===== config.mk =====
export PLATFORM = sky130hd
export DESIGN_NAME = approx_add_pipe
export DESIGN_NICKNAME = d
export VERILOG_FILES = /design/src/rtl/approx_add_pipe.sv
export SDC_FILE = /design/constraint.sdc
export NUM_CORES = 1
export LEC_CHECK = 0
export CAP_MARGIN = 20
export CORE_UTILIZATION = 44
export CTS_CLUSTER_SIZE = 8
export DETAILED_ROUTE_END_ITERATION = 8
export PLACE_DENSITY_LB_ADDON = 0.15
export SYNTH_ARGS = -nofsm -noshare
export SYNTH_HDL_FRONTEND = slang
export SYNTH_SLANG_ARGS = --single-unit
export TNS_END_PERCENT = 5

===== constraint.sdc =====
create_clock -name clk -period 4.1 [get_ports clk]
set_clock_uncertainty 0.2 [all_clocks]
set_input_delay 0.41 -clock clk [delete_from_list [all_inputs] [get_ports clk]]
set_output_delay 0.41 -clock clk [all_outputs]
set_load 0.03 [all_outputs]

===== src/rtl/approx_add_pipe.sv =====
// approx_add_pipe: pipelined adder whose N_APPROX LSBs can use carry-free
// approximate cells (per-transaction 'approx' bit), the remaining bits exact.
// The carry chain is split into CHUNK-bit ripple segments, one register
// stage per segment, with a global-advance valid/ready handshake.
// Optional feature macro: APPROX_ADD_ERRCNT_EN adds an exact shadow sum and
// a saturating err_cnt of results that differ from exact addition.
module approx_add_pipe #(
  parameter int WIDTH    = 16,
  parameter int CHUNK    = 4,
  parameter int N_APPROX = 4
) (
  input  logic             clk,
  input  logic             rst,
  input  logic             in_valid,
  output logic             in_ready,
  input  logic [WIDTH-1:0] a,
  input  logic [WIDTH-1:0] b,
  input  logic             cin,
  input  logic             approx,
  output logic             out_valid,
  input  logic             out_ready,
  output logic [WIDTH-1:0] sum,
  output logic             cout
`ifdef APPROX_ADD_ERRCNT_EN
  ,
  output logic [15:0]      err_cnt
`endif
);

  localparam int STAGES = WIDTH / CHUNK;

  // Whole pipe shifts together; a stalled output freezes every stage.
  logic adv;

  // Per-stage registered state, gathered so stage k can read stage k-1.
  logic             vld_s [STAGES];
  logic             apx_s [STAGES];
  logic             cy_s  [STAGES];
  logic [WIDTH-1:0] a_s   [STAGES];
  logic [WIDTH-1:0] b_s   [STAGES];
  logic [WIDTH-1:0] sm_s  [STAGES];
`ifdef APPROX_ADD_ERRCNT_EN
  logic [WIDTH:0]   ex_s  [STAGES];
`endif

  generate
    for (genvar gi = 0; gi < STAGES; gi++) begin : g_stage
      logic             p_vld, p_apx, p_cy;
      logic [WIDTH-1:0] p_a, p_b, p_sm;
      logic             vld_d, vld_q, apx_d, apx_q, cy_d, cy_q;
      logic [WIDTH-1:0] a_d, a_q, b_d, b_q, sm_d, sm_q;
`ifdef APPROX_ADD_ERRCNT_EN
      logic [WIDTH:0]   p_ex, ex_d, ex_q;
`endif

      if (gi == 0) begin : g_head
        // First stage takes the raw transaction; carry-in is cin.
        assign p_vld = in_valid;
        assign p_apx = approx;
        assign p_cy  = cin;
        assign p_a   = a;
        assign p_b   = b;
        assign p_sm  = '0;
`ifdef APPROX_ADD_ERRCNT_EN
        assign p_ex  = {1'b0, a} + {1'b0, b} + {{WIDTH{1'b0}}, cin};
`endif
      end else begin : g_body
        // Later stages continue from the previous stage's registers.
        assign p_vld = vld_s[gi-1];
        assign p_apx = apx_s[gi-1];
        assign p_cy  = cy_s[gi-1];
        assign p_a   = a_s[gi-1];
        assign p_b   = b_s[gi-1];
        assign p_sm  = sm_s[gi-1];
`ifdef APPROX_ADD_ERRCNT_EN
        assign p_ex  = ex_s[gi-1];
`endif
      end

      // Ripple this stage's CHUNK bits; approximate cells drop their carry-in.
      always_comb begin
        vld_d = p_vld;
        apx_d = p_apx;
        a_d   = p_a;
        b_d   = p_b;
        sm_d  = p_sm;
        cy_d  = p_cy;
        for (int j = 0; j < CHUNK; j++) begin
          if (p_apx && ((gi * CHUNK + j) < N_APPROX)) begin
            sm_d[gi*CHUNK+j] = p_a[gi*CHUNK+j] | p_b[gi*CHUNK+j];
            cy_d             = p_a[gi*CHUNK+j] & p_b[gi*CHUNK+j];
          end else begin
            sm_d[gi*CHUNK+j] = p_a[gi*CHUNK+j] ^ p_b[gi*CHUNK+j] ^ cy_d;
            cy_d             = (p_a[gi*CHUNK+j] & p_b[gi*CHUNK+j]) |
                               (cy_d & (p_a[gi*CHUNK+j] ^ p_b[gi*CHUNK+j]));
          end
        end
`ifdef APPROX_ADD_ERRCNT_EN
        ex_d = p_ex;
`endif
      end

      // Stage register: cleared by reset, loaded only when the pipe advances.
      always_ff @(posedge clk) begin
        if (rst) begin
          vld_q <= 1'b0;
          apx_q <= 1'b0;
          cy_q  <= 1'b0;
          a_q   <= '0;
          b_q   <= '0;
          sm_q  <= '0;
`ifdef APPROX_ADD_ERRCNT_EN
          ex_q  <= '0;
`endif
        end else if (adv) begin
          vld_q <= vld_d;
          apx_q <= apx_d;
          cy_q  <= cy_d;
          a_q   <= a_d;
          b_q   <= b_d;
          sm_q  <= sm_d;
`ifdef APPROX_ADD_ERRCNT_EN
          ex_q  <= ex_d;
`endif
        end
      end

      assign vld_s[gi] = vld_q;
      assign apx_s[gi] = apx_q;
      assign cy_s[gi]  = cy_q;
      assign a_s[gi]   = a_q;
      assign b_s[gi]   = b_q;
      assign sm_s[gi]  = sm_q;
`ifdef APPROX_ADD_ERRCNT_EN
      assign ex_s[gi]  = ex_q;
`endif
    end
  endgenerate

  assign out_valid = vld_s[STAGES-1];
  assign sum       = sm_s[STAGES-1];
  assign cout      = cy_s[STAGES-1];
  assign adv       = ~out_valid | out_ready;
  assign in_ready  = adv;

`ifdef APPROX_ADD_ERRCNT_EN
  logic [15:0] err_cnt_d, err_cnt_q;

  // Count delivered results that differ from exact addition, saturating.
  always_comb begin
    err_cnt_d = err_cnt_q;
    if (out_valid && out_ready && ({cout, sum} != ex_s[STAGES-1]) &&
        (err_cnt_q != 16'hFFFF))
      err_cnt_d = err_cnt_q + 16'd1;
  end

  // Error counter register.
  always_ff @(posedge clk) begin
    if (rst) err_cnt_q <= 16'd0;
    else     err_cnt_q <= err_cnt_d;
  end

  assign err_cnt = err_cnt_q;
`endif

endmodule

==> key figures, run 1 <==
Cells and area
  – Share of layout cells above drive strength 1: 7.81%
  – Fillers: 860
  – # nets final: 569
  – Area grow syn2layout: 16.8%
  – Ant diodes: 0

Timing
  – Setup TNS Final: 0 ns
  – F_max: between 300 and 400 MHz
  – Final-report max-slew violation count: 0
  – Hold Fails Final Rpt: 0
  – RSZ-0062 raised after global routing: no
  – Worst Tran Pin Value: 1.03 ns
  – Tcrit/Tclk final: 74.3%
  – # setup viols final: 0
  – Clock period minus worst slack: 3.05 ns
  – Slew headroom: 31.4%

Synthesis
  – Count leader, synth: nand2_1
  – Top post-synthesis cells by area: dfxtp_1 (48%), nand2_1 (14%), a21oi_1 (9.0%)
  – Number of synthesized flops with an enable pin: 0
  – Post-Syn Area per Cell: 8.60 um^2
  – Top cells by count, synth: nand2_1 (156), dfxtp_1 (96), a21oi_1 (73)
  – Dominant synthesized flop cell: dfxtp_1
  – Register bit total from synthesis: between 90 and 100
  – Ys async rst share: 0%
  – Syn Inst Count: 470
  – Register area share after synthesis: 47.5%
  – Post-Syn Nets: 532
  – Netlist Area Pre-Place: 4040 um^2
  – Number of synthesis warnings: 0
  – Netlist cell types: 20
  – Post-synth top area share: 47.5%
  – Area leader, netlist: dfxtp_1

Floorplan
  – Die height: a little under 100 um
  – Site Rows: 34
  – Die area: roughly 9600 um^2
  – Die Width: 97.9 um
  – Initial core utilization: a little under half
  – Core area: 8810 um^2
  – Number of I/O pins: 57

Clock network
  – Clk buf depth: 2
  – Hold Buf Count CTS: 0
  – CTS tree: done
  – Clk root buf: clkbuf_8
  – Post-CTS Repair Setup Buffers: 0
  – Inserted Clock Buffers: 9
  – Clock latency on the worst-skew pair: 0.35 ns
  – Reg clk slew, reported paths: 0.08 ns
  – Post-CTS Resized: 0
  – CTS Sinks: 96
  – Htree depth: 3

Global route
  – First-pass GRT wire length: 12600 um
  – Vias in the first global route: roughly 2900
  – GRT Overall Usage: 16.3%
  – Initial antenna violation count: 0
  – GRT overflow: 0
  – Largest net degree at the start of global routing: 97

Placement
  – DP HPWL: 4520 um
  – IO Port Bufs: 56
  – Final RePlAce weighted congestion: 0.718

Route
  – DR WL/cell: ~12 um
  – Routed WL: 7130 um
  – Detail Route Antenna Nets: 0
  – Drc violations: 6
  – 1st-pass router iterations: 8
  – Vias: approximately 3000
  – Iteration-0 DRC Markers: 146
  – Vias/cell: 4.81

Critical path
  – Crit-path max cell delay: 0.47 ns
  – Worst path required time: 4.17 ns
  – Crit-path max FO: 3
  – Slowest CP cell: clkdlybuf4s50_1
  – CP top delay family: adder cells
  – WP buf/inv: 1
  – Worst EP arrival: around 3.1 ns
  – Crit Path Class: in2reg
  – CP Launch Type: input port
  – Critical-path cell list: clkdlybuf4s50_1 -> fa_1 -> mux2i_1 -> fa_1 -> mux2i_1 -> fa_1 -> mux2i_1 -> fa_1 -> mux2i_1 -> nand2_1 -> a21oi_1
  – Crit end category: flop

Min path
  – Worst Hold Class: reg2reg

Power
  – Pwr Total: 0.00181 W
  – Worst IR drop on VDD: 0.179 mV
  – LEAKAGE: 1.86 nW
  – P per Cell Area: between 300 and 400 nW/um^2

Status
  – Failing checks: DRC
  – Status: complete, but fails checks

Flow run
  – Max_cap viols: 0
==> report_power, final <==
part | switching, W | leakage [nW] | internal [W]
clock | 0.000302 | 0.103 | 0.000314
sequential | 0.0000269 | 0.790 | 0.000983
combinational | 0.0000930 | 0.963 | 0.0000886
==> routing by layer <==
layer,vias to the layer above,part of all wire [%],track usage [%]
met1,1386,47,19.4
met3,11,2.6,3.36
met5,-,0,0
li1,1545,-,-
met2,39,49,28.2
met4,0,1.7,7.11
==> through the flow <==
stage	utilization (%)	setup WS, ns	instances	area (um^2)	hold WS [ns]
6_report	53.6	1.05	620	4720	0.253
5_1_grt	53.6	0.853	620	4720	0.275
4_1_cts	53.6	1.03	620	4720	0.255
3_5_place_dp	51.3	0.668	604	4520	0.243
3_3_place_gp	51.3	0.814	604	4520	0.238
2_1_floorplan	-	1.39	470	4040	0.232
==> final timing paths <==
kind                                   startpoint  slack (ns)  cells past startpoint                         endpoint
setup reg to reg     g_stage[2].cy_q$_SDFFE_PP0P_        1.72                      8             sum[15]$_SDFFE_PP0P_
hold / removal    g_stage[2].a_q[12]$_SDFFE_PP0P_        0.25                      2  g_stage[2].a_q[12]$_SDFFE_PP0P_
setup / recovery                             a[0]        1.05                     11  g_stage[0].sm_q[3]$_SDFFE_PP0P_
hold reg to reg   g_stage[2].a_q[12]$_SDFFE_PP0P_        0.25                      2  g_stage[2].a_q[12]$_SDFFE_PP0P_
==> sequential cells by signal, indices dropped and copies added (netlist names) <==
register	count
cout	1
g_stage.a_q	24
g_stage.b_q	24
g_stage.cy_q	3
g_stage.sm_q	24
g_stage.vld_q	3
out_valid	1
sum	16
==> logic make-up (layout without fill, tap and decap cells) <==
group | after synthesis | after routing | share of synthesized area, %
buffers and inverters | 66 | 108 | 9.04
multiplexers | 7 | 7 | 1.73
flip-flops | 96 | 96 | 47.5
adder cells (fa/ha/maj) | 24 | 24 | 10.4
AND/OR/NAND/NOR | 181 | 181 | 17.7
AO/OA/AOI/OAI | 96 | 96 | 13.6
==> worst register-to-register path, delay by kind of cell (launching register included) <==
| family | cells | cell delay, ns |
|---|---|---|
| adders and majority gates | 4 | 1.35 |
| DFF | 1 | 0.33 |
| buffers and inverters | 3 | 0.23 |
| AOI/OAI and AO/OA | 1 | 0.19 |
==> area by class of cell <==
cell class	instances	area [um^2]	area share (%)
multi-input cells	308	1760	37.2
flip-flops and latches	96	1920	40.7
well taps	108	135	2.86
inverters	33	129	2.73
clock inverters	3	40.0	0.848
repair buffers	59	581	12.3
clock buffers	13	159	3.37
==> cell usage in the layout (no fill, tap or decap), drive strengths merged <==
cell           netlist  final
ha                   8      8
nor2b                1      1
dfxtp               96     96
nand2              166    166
buf                 28      4
nor2                14     14
fa                  16     16
mux2i                7      7
clkinv               0      2
a21oi               83     83
clkdlybuf4s50        0     55
a211oi              13     13
clkbuf               5     13
inv                 33     33
bufinv               0      1
Power figures use the tool's default switching activity.
==> run 2: changes to the inputs <==
clock period = 2.5 ns   (was 4.1 ns; I/O delays follow)
==> key figures, run 2 (synthesis results as in run 1) <==
Status
  – Status: complete, but fails checks
  – Failing checks: DRC

Critical path
  – CP Launch Type: input port
  – Worst path required time: about 2.6 ns
  – CP top delay family: adder cells
  – Slowest CP cell: fa_1
  – WP buf/inv: 1
  – Reg-to-Reg Start: g_stage[2].cy_q$_SDFFE_PP0P_
  – Worst EP arrival: around 2.6 ns
  – Crit end category: flop
  – Critical-path cell list: buf_8 -> fa_2 -> mux2i_4 -> fa_2 -> mux2i_2 -> fa_2 -> mux2i_2 -> fa_1 -> mux2i_1 -> nand2_1 -> a21oi_2
  – Origin of the worst setup path: a[0]
  – Crit-path max cell delay: 0.44 ns
  – Setup crit end: g_stage[0].sm_q[3]$_SDFFE_PP0P_
  – Worst r2r path cells: 8
  – Worst flop-to-flop path endpoint: sum[15]$_SDFFE_PP0P_
  – Stages on worst setup path: 11
  – Crit Path Class: in2reg
  – Cell mode on critical path: fa_2
  – Flop-to-flop setup slack: 0.14 ns
  – Crit-path max FO: 2

Timing
  – # setup viols final: 0
  – Final hold slack: around 0.15 ns
  – Hold Fails Final Rpt: 0
  – Clock period minus worst slack: between 2 and 2.5 ns
  – Slew headroom: approximately two thirds
  – F_max: 405 MHz
  – Tcrit/Tclk final: 98.8%
  – Final-report max-slew violation count: 0
  – Setup ws final: 0.0299 ns
  – Setup TNS Final: 0 ns
  – Worst Tran Pin Value: ~0.47 ns
  – RSZ-0062 raised after global routing: yes

Clock network
  – Clk buf depth: 2
  – CTS Sinks: 96
  – Clock latency on the worst-skew pair: 0.35 ns
  – Clk root buf: clkbuf_8
  – Reg clk slew, reported paths: around 0.10 ns
  – CTS tree: done
  – Post-CTS Repair Setup Buffers: 0
  – Htree depth: 3
  – Inserted Clock Buffers: 9

Min path
  – Worst Hold Class: in2reg

Global route
  – Initial antenna violation count: 0
  – Largest net degree at the start of global routing: 106
  – First-pass GRT wire length: 12500 um
  – GRT overflow: 0
  – GRT Overall Usage: 16.2%
  – Vias in the first global route: 2771

Placement
  – Dpl cell area: around 4600 um^2
  – Place WS: -0.799 ns
  – Final RePlAce weighted congestion: about 0.71
  – IO Port Bufs: 56
  – DP HPWL: 4580 um

Cells and area
  – Share of layout cells above drive strength 1: ~11%
  – Commonest cells after routing, fill and taps aside: nand2_1 (156), dfxtp_1 (96), a21oi_1 (72), clkdlybuf4s50_1 (51), inv_1 (32)
  – Ant diodes: 0
  – Area grow syn2layout: 19.6%
  – Fillers: 842
  – Final Util: 54.9%
  – Seq. cell area: about 1900 um^2
  – Most common cell after layout, fill and taps aside: nand2_1
  – Regs by FF count: g_stage.a_q: 24 flops, g_stage.b_q: 24 flops, g_stage.sm_q: 24 flops
  – Fin area: ~4800 um^2
  – # nets final: about 570
  – Area of the multi-input gates: 1790 um^2

Route
  – Vias: ~2900
  – Drc violations: 6
  – Routed WL: 7190 um
  – DR WL/cell: 11.5 um
  – 1st-pass router iterations: 6
  – Detail Route Antenna Nets: 0
  – Iteration-0 DRC Markers: 88
  – Vias/cell: 4.70

Floorplan
  – Number of I/O pins: 57
  – Die height: about 98 um
  – Initial core utilization: between 40% and 50%
  – Core area: slightly below 9000 um^2
  – Die area: 9570 um^2
  – Site Rows: 34
  – Die Width: just under 100 um

Power
  – LEAKAGE: 1.89 nW
  – P per Cell Area: 620 nW/um^2
  – Worst IR drop on VDD: 0.353 mV

Flow run
  – Max_cap viols: 0
[run 2: cell type report]
type                       instances  area share (%)
clock buffer                      10            2.85
clock inverter                     6            1.40
inverter                          33            2.67
multi-input combinational        308            37.0
sequential                        96            39.8
tap                              108            2.80
timing repair buffer              64            13.6
[run 2: power by group]
group	internal, W	leakage [nW]	switching (W)	total (W)
Clock	0.000493	0.0989	0.000529	0.00102
Sequential	0.00161	0.790	0.0000433	0.00165
Combinational	0.000159	1.00	0.000161	0.000320
[run 2: worst min-delay path by stage]
stage                                    start                               to  cells past startpoint
3_3_place_gp   g_stage[2].sm_q[0]$_SDFFE_PP0P_  g_stage[2].sm_q[0]$_SDFFE_PP0P_                      2
3_5_place_dp    g_stage[0].b_q[4]$_SDFFE_PP0P_   g_stage[0].b_q[4]$_SDFFE_PP0P_                      2
5_1_grt                                    rst             sum[11]$_SDFFE_PP0P_                      2
6_report                                   rst              sum[4]$_SDFFE_PP0P_                      2
4_1_cts                                    rst             sum[11]$_SDFFE_PP0P_                      2
2_1_floorplan                            a[10]  g_stage[0].a_q[10]$_SDFFE_PP0P_                      2
[run 2: repair_timing]
item                       4_1_cts  5_1_grt
setup endpoints to repair        2        2
hold buffers                     0        0
gates resized for setup         19        7
pin swaps                        5        5
[run 2: routing by layer]
layer | global-route usage (%) | up-vias | part of all wire [%]
met5 | 0 | - | 0
met4 | 6.99 | 0 | 1.4
met1 | 20.8 | 1329 | 48
li1 | - | 1563 | -
met2 | 26.5 | 35 | 48
met3 | 3.15 | 8 | 2.9
[run 2: stage by stage]
step	std cells	total power [W]
finish	625	0.00300
CTS	625	0.00303
floorplan	470	0.00187
detailed placement	609	0.00200
global route	625	0.00315
global placement	609	0.00199
